==> src/rtl/rrd_decode_pipe.sv <==
// Register-read decode stage: per-channel opcode decode, immediate conditioning,
// and one pipeline register per channel with backpressure, branch kill/resolve
// tracking and flush.
module rrd_decode_pipe #(
    parameter int unsigned NUM_CH = 2,
    parameter int unsigned UOPC_W = 7,
    parameter int unsigned BRM_W  = 20,
    parameter int unsigned IMM_W  = 20,
    parameter int unsigned PL_W   = 64
) (
    input  logic                     clock,
    input  logic                     reset,
    input  logic [NUM_CH-1:0]        io_iss_valid,
    output logic                     io_iss_ready,
    input  logic [NUM_CH*UOPC_W-1:0] io_iss_uopc,
    input  logic [NUM_CH*5-1:0]      io_iss_mem_cmd,
    input  logic [NUM_CH*IMM_W-1:0]  io_iss_imm_packed,
    input  logic [NUM_CH*BRM_W-1:0]  io_iss_br_mask,
    input  logic [NUM_CH*PL_W-1:0]   io_iss_payload,
    input  logic [BRM_W-1:0]         io_brupdate_resolve_mask,
    input  logic [BRM_W-1:0]         io_brupdate_mispredict_mask,
    input  logic                     io_flush,
    output logic [NUM_CH-1:0]        io_rrd_valid,
    input  logic                     io_rrd_ready,
    output logic [NUM_CH*UOPC_W-1:0] io_rrd_uopc,
    output logic [NUM_CH*4-1:0]      io_rrd_br_type,
    output logic [NUM_CH*2-1:0]      io_rrd_op1_sel,
    output logic [NUM_CH*3-1:0]      io_rrd_op2_sel,
    output logic [NUM_CH*3-1:0]      io_rrd_imm_sel,
    output logic [NUM_CH*4-1:0]      io_rrd_op_fcn,
    output logic [NUM_CH-1:0]        io_rrd_fcn_dw,
    output logic [NUM_CH*IMM_W-1:0]  io_rrd_imm_packed,
    output logic [NUM_CH*BRM_W-1:0]  io_rrd_br_mask,
    output logic [NUM_CH*PL_W-1:0]   io_rrd_payload
);
    localparam int unsigned CMD_W = 5;
    localparam int unsigned BRT_W = 4;
    localparam int unsigned FCN_W = 4;

    // Pipeline register contents
    logic [NUM_CH-1:0]        valid_q,   valid_d;
    logic [NUM_CH*UOPC_W-1:0] uopc_q,    uopc_d;
    logic [NUM_CH*BRT_W-1:0]  br_type_q, br_type_d;
    logic [NUM_CH*2-1:0]      op1_q,     op1_d;
    logic [NUM_CH*3-1:0]      op2_q,     op2_d;
    logic [NUM_CH*3-1:0]      imm_sel_q, imm_sel_d;
    logic [NUM_CH*FCN_W-1:0]  op_fcn_q,  op_fcn_d;
    logic [NUM_CH-1:0]        fcn_dw_q,  fcn_dw_d;
    logic [NUM_CH*IMM_W-1:0]  imm_q,     imm_d;
    logic [NUM_CH*BRM_W-1:0]  brm_q,     brm_d;
    logic [NUM_CH*PL_W-1:0]   pl_q,      pl_d;

    logic ld;

    // Branch-type / ALU-function lookup for the listed branch opcodes
    function automatic logic [BRT_W+FCN_W-1:0] br_decode(input logic [UOPC_W-1:0] u);
        logic [BRT_W+FCN_W-1:0] r;
        r = '0;
        case (u)
            UOPC_W'('h18): r = {BRT_W'(2), FCN_W'('hE)};
            UOPC_W'('h19): r = {BRT_W'(1), FCN_W'('hA)};
            UOPC_W'('h1A): r = {BRT_W'(3), FCN_W'('hC)};
            UOPC_W'('h1B): r = {BRT_W'(4), FCN_W'('hE)};
            UOPC_W'('h1C): r = {BRT_W'(5), FCN_W'('hC)};
            UOPC_W'('h1D): r = {BRT_W'(6), FCN_W'('hE)};
            default:       r = '0;
        endcase
        return r;
    endfunction

    // 32-bit word ops clear the double-word flag
    function automatic logic fcn_dw_of(input logic [UOPC_W-1:0] u);
        return !((u >= UOPC_W'('h2B) && u <= UOPC_W'('h33)) ||
                 (u >= UOPC_W'('h38) && u <= UOPC_W'('h40)));
    endfunction

    // Immediate is meaningless for these ops and is zeroed
    function automatic logic imm_kill(input logic [UOPC_W-1:0] u, input logic [CMD_W-1:0] cmd);
        return (u == UOPC_W'('h43)) || ((u == UOPC_W'('h01)) && (cmd == CMD_W'('h6)));
    endfunction

    // Stage accepts whenever it is empty or draining this cycle
    assign io_iss_ready = ~(|valid_q) | io_rrd_ready;
    assign ld           = io_iss_ready;

    // Next-state: decode on load, otherwise hold; branch update and flush applied on top
    always_comb begin
        valid_d   = valid_q;
        uopc_d    = uopc_q;
        br_type_d = br_type_q;
        op1_d     = op1_q;
        op2_d     = op2_q;
        imm_sel_d = imm_sel_q;
        op_fcn_d  = op_fcn_q;
        fcn_dw_d  = fcn_dw_q;
        imm_d     = imm_q;
        brm_d     = brm_q;
        pl_d      = pl_q;
        for (int i = 0; i < NUM_CH; i++) begin
            if (ld) begin
                uopc_d[i*UOPC_W +: UOPC_W] = io_iss_uopc[i*UOPC_W +: UOPC_W];
                {br_type_d[i*BRT_W +: BRT_W], op_fcn_d[i*FCN_W +: FCN_W]} =
                    br_decode(io_iss_uopc[i*UOPC_W +: UOPC_W]);
                op1_d[i*2 +: 2]     = '0;
                op2_d[i*3 +: 3]     = '0;
                imm_sel_d[i*3 +: 3] = '0;
                fcn_dw_d[i]         = fcn_dw_of(io_iss_uopc[i*UOPC_W +: UOPC_W]);
                imm_d[i*IMM_W +: IMM_W] =
                    imm_kill(io_iss_uopc[i*UOPC_W +: UOPC_W], io_iss_mem_cmd[i*CMD_W +: CMD_W])
                    ? '0 : io_iss_imm_packed[i*IMM_W +: IMM_W];
                pl_d[i*PL_W +: PL_W] = io_iss_payload[i*PL_W +: PL_W];
                brm_d[i*BRM_W +: BRM_W] = io_iss_br_mask[i*BRM_W +: BRM_W] & ~io_brupdate_resolve_mask;
                valid_d[i] = io_iss_valid[i] &
                             ~(|(io_iss_br_mask[i*BRM_W +: BRM_W] & io_brupdate_mispredict_mask));
            end else begin
                brm_d[i*BRM_W +: BRM_W] = brm_q[i*BRM_W +: BRM_W] & ~io_brupdate_resolve_mask;
                valid_d[i] = valid_q[i] &
                             ~(|(brm_q[i*BRM_W +: BRM_W] & io_brupdate_mispredict_mask));
            end
            if (io_flush) begin
                valid_d[i] = 1'b0;
            end
        end
    end

    // Pipeline register with asynchronous clear
    always_ff @(posedge clock or posedge reset) begin
        if (reset) begin
            valid_q   <= '0;
            uopc_q    <= '0;
            br_type_q <= '0;
            op1_q     <= '0;
            op2_q     <= '0;
            imm_sel_q <= '0;
            op_fcn_q  <= '0;
            fcn_dw_q  <= '0;
            imm_q     <= '0;
            brm_q     <= '0;
            pl_q      <= '0;
        end else begin
            valid_q   <= valid_d;
            uopc_q    <= uopc_d;
            br_type_q <= br_type_d;
            op1_q     <= op1_d;
            op2_q     <= op2_d;
            imm_sel_q <= imm_sel_d;
            op_fcn_q  <= op_fcn_d;
            fcn_dw_q  <= fcn_dw_d;
            imm_q     <= imm_d;
            brm_q     <= brm_d;
            pl_q      <= pl_d;
        end
    end

    assign io_rrd_valid      = valid_q;
    assign io_rrd_uopc       = uopc_q;
    assign io_rrd_br_type    = br_type_q;
    assign io_rrd_op1_sel    = op1_q;
    assign io_rrd_op2_sel    = op2_q;
    assign io_rrd_imm_sel    = imm_sel_q;
    assign io_rrd_op_fcn     = op_fcn_q;
    assign io_rrd_fcn_dw     = fcn_dw_q;
    assign io_rrd_imm_packed = imm_q;
    assign io_rrd_br_mask    = brm_q;
    assign io_rrd_payload    = pl_q;

endmodule

==> config.mk <==
export PLATFORM = sky130hd
export DESIGN_NAME = rrd_decode_pipe
export DESIGN_NICKNAME = d
export VERILOG_FILES = /design/src/rtl/rrd_decode_pipe.sv
export SDC_FILE = /design/constraint.sdc
export NUM_CORES = 1
export LEC_CHECK = 0
export BUFFER_PORTS_ARGS = -buffer_cell sky130_fd_sc_hd__buf_2
export CAP_MARGIN = 20
export CORE_AREA = 2 2 211 213
export CTS_CLUSTER_SIZE = 24
export DETAILED_ROUTE_END_ITERATION = 8
export DIE_AREA = 0 0 213 215
export PLACE_DENSITY_LB_ADDON = 0.15
export SETUP_SLACK_MARGIN = 0.3
export SYNTH_ARGS = -nofsm -noshare
export SYNTH_HDL_FRONTEND = slang
export SYNTH_SLANG_ARGS = --single-unit
==> constraint.sdc <==
create_clock -name clock -period 8.81 [get_ports clock]
set_input_delay 2.2025 -clock clock [delete_from_list [all_inputs] [get_ports clock]]
set_output_delay 2.2025 -clock clock [all_outputs]
set_load 0.02 [all_outputs]
# == Word level (Yosys, flattened, before mapping) ==
# Cells that the tools add are included.
# totals
reg_bits,242
latch_bits,0
ram_bits,0
mem_bits_ro,0
in_bits,278
wordCells,80
n_memories,0
# classes
add_sub_neg,0
multipliers,0
div_mod_pow,0
order_cmp,8
eq_ne,18
shift,0
n_mux,10
bitwise_logic,19
reduce_logical,17
# op_table
cell,count
$and A20 B20 Y20,8
$eq A7 B5 Y1 const B,12
$pmux W7 S6,2
$mux W20,4
$reduce_or A20 Y1,4
$ge A7 B6 Y1 const B,4
$not A20 Y20,1
$eq A7 B1 Y1 const B,2
$eq A7 B7 Y1 const B,2
$le A7 B6 Y1 const B,2
$le A7 B7 Y1 const B,2
$eq A5 B3 Y1 const B,2
$logic_and A1 B1 Y1,6
$not A1 Y1,5
$and A1 B1 Y1,4
$logic_or A1 B1 Y1,4
$mux W1,4
$logic_not A1 Y1,2
$reduce_or A2 Y1,1
$or A1 B1 Y1,1

# == Longest topological paths before layout ==
# depth
depth_word,6
mapped_depth,7
ltp_nobuf,5

# == Least setup slack after synthesis ==
# OpenSTA, ideal clock, no wires.
# synth_timing
path_type,input port to output port
startpoint,in io_rrd_ready
endpoint,out io_iss_ready
arrival_time_ps,2982
setup_slack_ps,3625
cell_stages,4
path_cell_list,nor2_2 -> clkinv_1 -> clkbuf_1 -> buf_2
# synth_via
elab_chain_cells,1
# synth_rtl
element,line,rtl
from (decl),24,"input logic io_rrd_ready,"
$or A1 B1 Y1,83,assign io_iss_ready = ~(|valid_q) | io_rrd_ready;
to (decl),14,"output logic io_iss_ready,"
# Every way passes these cells.

# == Worst setup path after layout ==
# Same ends and word-level chain as after synthesis.

==> qor.csv <==
stage,metric,value,unit
route,Routed Antenna Nets,0,
sta,RSZ-0062 raised after global routing,false,
synthesis,Cells after Synth,1081,
route,Routed WL per cell,17.0,um
worst_setup_path,data arrival time of the worst path,3180,ps
global_routing,vias in the first global route,9339,
power_and_ir_drop,Clk pwr share,44.4,%
sta,final critical-path share of the clock period,61.1,%
worst_setup_path,cells on worst reg2reg path,7,
worst_setup_path,r2r startpoint,io_rrd_valid[1],
sta,WHS,458,ps
power_and_ir_drop,Flop pwr share,43.6,%
power_and_ir_drop,Cell Int Power,1990,uW
floorplanning,Die Y,215,um
clock_tree,clock buffer depth,3,
hold_path,Hold Path Depth,2,
route,via count,9286,
hold_path,Hold WC Path Type,register to register,
clock_tree,clk slew on worst S/H paths,60,ps
worst_setup_path,Reg2Reg Capture Point,io_rrd_payload[66],
synthesis,average size of a mapped cell,9.08,um^2
placed_design,I/O Buffers,516,
route,drt first pass iters,5,
hold_path,HP Start,io_rrd_payload[64],
flow_run,max_cap viols,0,
floorplanning,die width,213,um
cells_and_area,area grow syn2layout,41.4,%
sta,clk_skew,21.7,ps
sta,headroom to the max-slew limit,31.7,%
hold_path,"Endpoint, Worst Hold",io_rrd_payload[64],
route,routed vias/inst,4.22,
route,final WL,37300,um
route,DRC Markers,0,
cells_and_area,Util after Layout,31.8,%
power_and_ir_drop,combinational share of power,12.0,%
clock_tree,clk_lat worst skew,560,ps
worst_setup_path,worst endpoint required time,6610,ps
global_routing,initial antenna violation count,9,
worst_setup_path,critical setup path kind,input port to output port,
sta,final-report setup violation count,0,
floorplanning,io pins,537,
cells_and_area,FF+latch area,5960,um^2
sta,fmax,186,MHz
clock_tree,clock root buffer,clkbuf_16,
clock_tree,Post-CTS Resized,0,
cells_and_area,share of layout cells above drive strength 1,36.0,%
clock_tree,TritonCTS Buffers,30,
floorplanning,core area,43600,um^2
sta,worst-margin pin slew,1020,ps
clock_tree,Sink Count,238,
cells_and_area,fill count,4803,
power_and_ir_drop,switching part of the total power,26.4,%
synthesis,sequential area share after synthesis,60.7,%
cells_and_area,Nets,1858,
worst_setup_path,critical path launch point type,input port,
floorplanning,# rows,77,
placed_design,routability congestion estimate,0.866,
worst_setup_path,critical path endpoint category,output port,
clock_tree,postcts setup bufs,0,
cells_and_area,area of the multi-input gates,3500,um^2
power_and_ir_drop,Design Power,2710,uW
power_and_ir_drop,pwr dens,195,nW/um^2
synthesis,Netlist cell types,40,
sta,Final TNS setup,0,ps
worst_setup_path,Critical Path Fanout Max,75,
synthesis,Main synth FF type,dfrtp_1,
global_routing,largest net degree at the start of global routing,115,
clock_tree,CTS H-Tree Depth,1,
outcome,status,"finished, final reports clean",
worst_setup_path,internal reg-to-reg setup slack,5900,ps
clock_tree,Hold Buf Count CTS,0,
floorplanning,Starting Density,22.5,%
synthesis,asr flop ratio synth,100,%
global_routing,Total GRT Usage,15.7,%
placed_design,placed instance count,2140,
synthesis,post-synthesis instance area,9810,um^2
floorplanning,Die ar.,45800,um^2
global_routing,global-route wire length before repair,55600,um
placed_design,detailed-placement wirelength estimate,27600,um
power_and_ir_drop,Switching Power,713,uW
synthesis,synth warn,0,
power_and_ir_drop,Leak Pwr,0.00744,uW
route,DR iter-0 viols,601,
synthesis,Yosys reg bits,238,
power_and_ir_drop,VDD IR-drop max,0.105,mV
sta,fin crit period,5390,ps
synthesis,"EDFF count, synth",0,
sta,Max Transition Viols Final,0,
cells_and_area,final cell count without fillers,2198,
global_routing,total grt overflow,0,
clock_tree,TritonCTS clock tree,yes,
sta,Final Hold Violating Endpoints,0,
[logic make-up after synthesis]
family                 share of synthesized area, %
AO/OA/AOI/OAI                                  10.4
flip-flops                                     60.7
AND/OR/NAND/NOR                                24.0
other                                        0.0382
multiplexers                                  0.217
buffers and inverters                          4.51
XOR/XNOR                                      0.179
[power by group through the flow]
stage / registers [uW] / clock network, uW / logic [uW]
3_5_place_dp: 1200 / 0 / 330
6_report: 1180 / 1200 / 325
2_1_floorplan: 1270 / 0 / 96.5
5_1_grt: 1190 / 1290 / 355
3_3_place_gp: 1200 / 0 / 330
4_1_cts: 1180 / 1250 / 331
[state kept, by name, indices dropped and copies added, names as in the netlist]
register           flops
io_rrd_op_fcn          6
io_rrd_valid           2
io_rrd_fcn_dw          2
io_rrd_imm_packed     40
io_rrd_payload       128
io_rrd_br_type         6
io_rrd_uopc           14
io_rrd_br_mask        40
[layout by cell type (no fill, tap or decap), types with 2 or more instances in the layout]
master and n:
nand2_1 568, buf_2 516, dfrtp_1 238, a21oi_1 63, clkbuf_16 31, a22oi_1 30
a22o_1 29, conb_1 20, o21ai_0 13, clkbuf_1 9, buf_4 8, nand4_1 7
clkbuf_8 7, diode_2 5, nor2_1 5, nand3_1 5, clkinv_2 4, nor3b_1 3
inv_1 3, nand3b_1 3, o31ai_1 2, xor2_1 2, nor4_1 2, o2111ai_1 2
nor3_1 2, a221oi_1 2, a222oi_1 2, a211oi_1 2, or4_1 2, o41ai_1 2
[worst max path at each step]
stage	from	endpoint	depth (start not counted)
final	io_rrd_ready	io_iss_ready	4
after global routing	io_rrd_ready	io_iss_ready	4
after CTS	io_rrd_ready	io_iss_ready	4
after detailed placement	io_rrd_ready	io_iss_ready	4
after global placement	io_rrd_ready	io_iss_ready	4
after floorplan	reset	io_rrd_br_mask[0]	1
[critical path, stage by stage]
cell	delay, ps
buf_2	130
nor2_4	60
inv_6	460
buf_2	280
[per-layer routing]
layer | global-route usage, % | up-vias | wire length (um)
met2 | 26.2 | 319 | 18000
met3 | 5.44 | 58 | 3360
li1 | - | 4467 | -
met5 | 0 | - | 46
met1 | 19.1 | 4434 | 15100
met4 | 4.38 | 8 | 843
[through the flow]
step | instance area (um^2) | setup WS (ps)
finish | 13900 | 3420
global route | 13900 | 3370
CTS | 13900 | 3430
detailed placement | 12900 | 3430
global placement | 12900 | 3430
floorplan | 9890 | 3490
[area by class of cell]
| type | count | area share (%) |
|---|---|---|
| well taps | 592 | 5.34 |
| multi-input cells | 779 | 25.2 |
| clock inverters | 6 | 0.424 |
| flip-flops and latches | 238 | 42.9 |
| clock buffers | 47 | 6.53 |
| diodes | 5 | 0.0902 |
| repair buffers | 526 | 19.3 |
| inverters | 5 | 0.198 |
[Yosys cell counts, types with 2 or more instances]
master / count / area share, %
clkbuf_1: 23 / 0.88
o41ai_1: 2 / 0.18
or4_1: 2 / 0.15
a22o_1: 29 / 2.6
a221oi_1: 2 / 0.18
nand3b_1: 3 / 0.23
buf_6: 2 / 0.23
nand3_1: 5 / 0.25
buf_2: 33 / 1.7
a41oi_1: 2 / 0.18
nor3_1: 2 / 0.10
a211oi_1: 2 / 0.15
nor4_1: 2 / 0.13
dfrtp_1: 238 / 61
a222oi_1: 2 / 0.20
nand4_1: 7 / 0.45
buf_4: 20 / 1.5
a21oi_1: 63 / 3.2
nor3b_1: 3 / 0.23
o21ai_0: 13 / 0.66
o2111ai_1: 2 / 0.18
xor2_1: 2 / 0.18
nand2_1: 568 / 22
inv_1: 4 / 0.15
nor2_1: 5 / 0.19
o31ai_1: 2 / 0.15
a22oi_1: 30 / 2.3
(Power assumes the default switching activity.)
